<file path="src/rtl/pc_pkg.sv">
// Shared fetch-path definitions: address width, reset vector and
// instruction alignment. Used by the PC register, the fetch stage and
// the next-address logic.
package pc_pkg;

    localparam int ADDR_W = 64;
    localparam logic [ADDR_W-1:0] RESET_ADDR = 64'h0;

    // Instructions are fixed 4 bytes, so the low log2(4) bits of a legal
    // fetch address are zero.
    localparam int INSTR_BYTES = 4;
    localparam int ALIGN_BITS  = $clog2(INSTR_BYTES);

    typedef logic [ADDR_W-1:0] addr_t;

endpackage : pc_pkg

</file>
<file path="src/rtl/pc_register.sv">
// Program-counter register at the head of the fetch stage.
// Captures the upstream next-address value on each rising edge and drives
// it as the instruction-memory fetch address. Reset is synchronous and
// active-low and beats stall; stall holds the current PC.
// Optional: define PC_ALIGN_CHECK_EN to add the registered misalign_err
// flag, which travels in lockstep with the salida_im value it describes.
module pc_register #(
    parameter int                ADDR_W     = pc_pkg::ADDR_W,
    parameter logic [ADDR_W-1:0] RESET_ADDR = pc_pkg::RESET_ADDR,
    parameter int                ALIGN_BITS = pc_pkg::ALIGN_BITS
) (
    input  logic              clk,
    input  logic              rst_n,
    input  logic              stall,
    input  logic [ADDR_W-1:0] nueva_direccion,
    output logic [ADDR_W-1:0] salida_im
`ifdef PC_ALIGN_CHECK_EN
    ,
    output logic              misalign_err
`endif
);

    import pc_pkg::*;

    logic [ADDR_W-1:0] pc_reg;
    logic [ADDR_W-1:0] pc_next;

    // Next PC: hold while stalled, otherwise take the upstream address as-is
    // (no masking of low bits, no arithmetic).
    always_comb begin
        pc_next = pc_reg;
        if (!stall) begin
            pc_next = nueva_direccion;
        end
    end

    // PC state register; reset has priority over everything else.
    always_ff @(posedge clk) begin
        if (!rst_n) begin
            pc_reg <= RESET_ADDR;
        end else begin
            pc_reg <= pc_next;
        end
    end

    assign salida_im = pc_reg;

`ifdef PC_ALIGN_CHECK_EN
    logic [ALIGN_BITS-1:0] low_bits;
    logic                  misalign_reg;
    logic                  misalign_next;

    // Gather the address bits that must be zero for a legal fetch.
    generate
        for (genvar gi = 0; gi < ALIGN_BITS; gi++) begin : g_low_bits
            assign low_bits[gi] = nueva_direccion[gi];
        end
    endgenerate

    // Flag follows the same load/hold decision as the PC itself.
    always_comb begin
        misalign_next = misalign_reg;
        if (!stall) begin
            misalign_next = |low_bits;
        end
    end

    // Alignment flag register, cleared by reset alongside the PC.
    always_ff @(posedge clk) begin
        if (!rst_n) begin
            misalign_reg <= 1'b0;
        end else begin
            misalign_reg <= misalign_next;
        end
    end

    assign misalign_err = misalign_reg;
`endif

endmodule : pc_register

</file>
<file path="config.mk">
export PLATFORM = sky130hd
export DESIGN_NAME = pc_register
export DESIGN_NICKNAME = d
export VERILOG_FILES = /design/src/rtl/pc_pkg.sv /design/src/rtl/pc_register.sv
export SDC_FILE = /design/constraint.sdc
export NUM_CORES = 1
export LEC_CHECK = 0
export CORE_AREA = 4 4 85 87
export CTS_CLUSTER_SIZE = 30
export DETAILED_ROUTE_END_ITERATION = 10
export DIE_AREA = 0 0 89 91
export PLACE_DENSITY = 0.89
export SETUP_SLACK_MARGIN = 0.2
export SLEW_MARGIN = 10
export SYNTH_ARGS = -nofsm -noshare
export SYNTH_HDL_FRONTEND = slang
export SYNTH_SLANG_ARGS = --single-unit
export TNS_END_PERCENT = 5
</file>
<file path="constraint.sdc">
create_clock -name clk -period 1.2 [get_ports clk]
set_clock_uncertainty 0.05 [all_clocks]
set_input_delay 0.24 -clock clk [delete_from_list [all_inputs] [get_ports clk]]
set_output_delay 0.24 -clock clk [all_outputs]
set_load 0.05 [all_outputs]
</file>
### Word-level counts from Yosys, hierarchy flattened

Index checks and enable logic that the tools add are counted.

| word-level totals | value |
|---|---|
| flip-flop bits (word level) | 64 |
| input port bits | 67 |
| output and inout port bits | 64 |
| logic and storage cells | 1 |

### Logic depth before layout (Yosys ltp)

| depth | value |
|---|---|
| word-level depth | 0 |
| mapped depth | 4 |
| mapped depth without buffers | 2 |

### Worst setup path before layout

No wires, ideal clock.

| timing path | value |
|---|---|
| path type | flip-flop to flip-flop |
| from | register, netlist name salida_im[0] |
| to | register pc_reg[0] (netlist: salida_im[0]) |
| setup time | 0.066 ns |
| arrival | 0.848 ns |
| required time | 1.084 ns |
| setup slack | 0.236 ns |
| cell stages (with the launch flop) | 3 |
| buffers on the path | 0 |
| period minus slack after synthesis | 0.964 ns |
| cells stage by stage | dfxtp_1 > mux2i_1 > nor2b_1 |

RTL lines:

| element | RTL line | source |
|---|---|---|
| to (signal assigned) | pc_register.sv:42 | `pc_reg <= pc_next;` |
| to (decl) | pc_register.sv:25 | `logic [ADDR_W-1:0] pc_reg;` |

### Final worst setup path

| timing path | value |
|---|---|
| from | register pc_reg[20] (netlist: salida_im[20]) |
| to | output salida_im[20] |

RTL lines:

| element | RTL line | source |
|---|---|---|
| to (decl) | pc_register.sv:16 | `output logic [ADDR_W-1:0] salida_im` |

No word-level cell between the ends.

==> results.cfg <==
[logic_synthesis]
synth_xor_area_frac = 0
synth_mux_area_frac = 0.261
synth_top_family_by_area = multiplexers
synth-simple-area-share = 0.163
yosys-top-cells-count = dfxtp_1, mux2i_1, nor2b_1
synth-seq-cells = 64
yosysWarnings = 0
synth-compound-area-share = 0
ys_top_cells_by_area = dfxtp_1, mux2i_1, nor2b_1
synth_cell_types = 7
synth_top_area_cell = dfxtp_1
synth_area_sq_um = 2450
synth.avg_cell_area_sq_um = 11.9
synth_edf_count = 0
syn_inst = 206
async_reset_ff_frac = 0
syn_nets = 273
synth_seq_area_share = 0.523
ys.flop_type = dfxtp_1
synth-adder-area-share = 0
post-synth-top-area-fraction = 0.523

[cells_and_area]
post-route-util = 0.736
drive_gt1_frac = 0.422
antenna_cells = 0
largest_reg_flops = 64
syn_to_final_growth_pct = 90.7
final_cells = 418
nets = 404

[grt]
antenna_found_initial = 0
grt_max_degree = 65
grt_use_total = 0.161
grt_pass1_wl_um = 10100
grt-ovfl-total = 0
grt_pass1_vias = 2052

[cts]
path_clk_slew_ps = 70
cts_hold_buf = 0
cts_buffers = 9
cts_sinks = 64
htreeDepth = 3
clock_latency_ps = 320
tritoncts = done
cts_buffer_depth = 2
cts_root_buf = clkbuf_8

[drt]
vias = 1890
first_iter_violations = 50
routedWlPerCell_um = 15.0
routed_wl_um = 6250
drcViolationCount = 0
routed_via_density = 4.52
drt-pass1-iter-count = 3
final_antenna_net_count = 0

[floorplan]
coreArea_sq_um = 6350
die_x_um = 89
die_area_sq_um = 8100
initial_core_util = 0.386
rows = 29
io_pins = 131
die_h_um = 91

[setup_path]
cpPeakStageDelay_ps = 360
critPathTopFamily = flip-flops
crit_chain = buf_12
worst-endpoint-required_ps = 910
cp.arrival_ps = 830
cp_slowest_cell = dfxtp_4
endpoint_kind = primary output
cp_max_fo = 2
reg2reg_slack_ps = 370
setup.worst_path.start_class = register
crit_type = reg2out
crit_buf_inv = 1

[sta]
hold_viol = 0
rsz0062_at_grt = true
max-slew-margin-rel = 0.828
finalSetupViolations = 0
max_freq_ghz = 0.895
tightest_slew_ps = 258
period_share = 0.931
timing.final.crit_period_ps = 1120
setup-tns-final_ps = 0
slew_viol_final = 0

[job]
cap_violations = 0

[min_path]
worstHoldPathType = in2reg

[power_and_ir_drop]
power.density_nw_per_um2 = 1180
ir_drop_uv = 743
p_leak_nw = 1.97

[placement]
dp.cells = 402
dp_hpwl_um = 4650
gp_congestion = 0.725
port_buffers = 130

[status]
status = finished, final reports clean
worst min-delay path: cells and delay by family:
family	cells	cell delay (ps)
multiplexers	1	160
AND/OR/NAND/NOR	1	50
buffers and inverters	2	300
where the power goes:
part | total [mW] | switching [mW] | internal (mW)
sequential | 2.41 | 0.133 | 2.28
combinational | 1.51 | 0.681 | 0.827
clock | 1.58 | 0.724 | 0.856
repair_timing:
item | in CTS | in global routing
cloned | 0 | 0
gates resized for setup | 64 | 1
setup endpoints to repair | 64 | 94
setup buffers | 1 | 0
final cells by class:
cell class | instances | area, sq um
flip-flops and latches | 64 | 1360
fillers | 422 | 1680
multi-input cells | 128 | 1040
repair buffers | 134 | 2010
clock buffers | 15 | 166
well taps | 77 | 96.3
path summary, 6_finish.rpt:
path	end	depth (start not counted)	from
setup reg to reg	salida_im[54]	3	salida_im[54]
hold / removal	salida_im[60]	4	stall
hold reg to reg	salida_im[19]	2	salida_im[19]
setup / recovery	salida_im[20]	1	salida_im[20]
metal layers:
metal / up-vias / global-route usage / share of wire
li1: 938 / - / -
met1: 852 / 0.180 / 0.37
met2: 90 / 0.269 / 0.51
met3: 10 / 0.0760 / 0.11
met4: 0 / 0.0496 / 0.014
met5: - / 0 / 0
logic make-up (layout without fill, tap and decap cells):
kind of cell,after synthesis,in the layout
flops,64,64
buf+inv,14,149
simple gates,64,64
mux,64,64
stage by stage:
step           setup WS (ps)  hold slack, ps  cell area [sq um]  power, mW
2_1_floorplan            236             356               2450       3.10
3_3_place_gp           -54.9             496               4420       3.91
3_5_place_dp            -136             507               4420       3.94
4_1_cts                 68.2             421               4670       5.57
5_1_grt                 38.9             427               4670       5.76
6_report                82.8             434               4670       5.50
cells in the final DEF (no fill, tap or decap):
master,netlist,routed
dfxtp_2,0,63
clkdlybuf4s50_1,0,65
nor2b_1,64,64
buf_12,0,67
clkbuf_1,6,4
dfxtp_4,0,1
buf_4,0,2
mux2i_1,64,64
clkbuf_8,0,11
No activity file was read; power rests on OpenSTA's default activity.
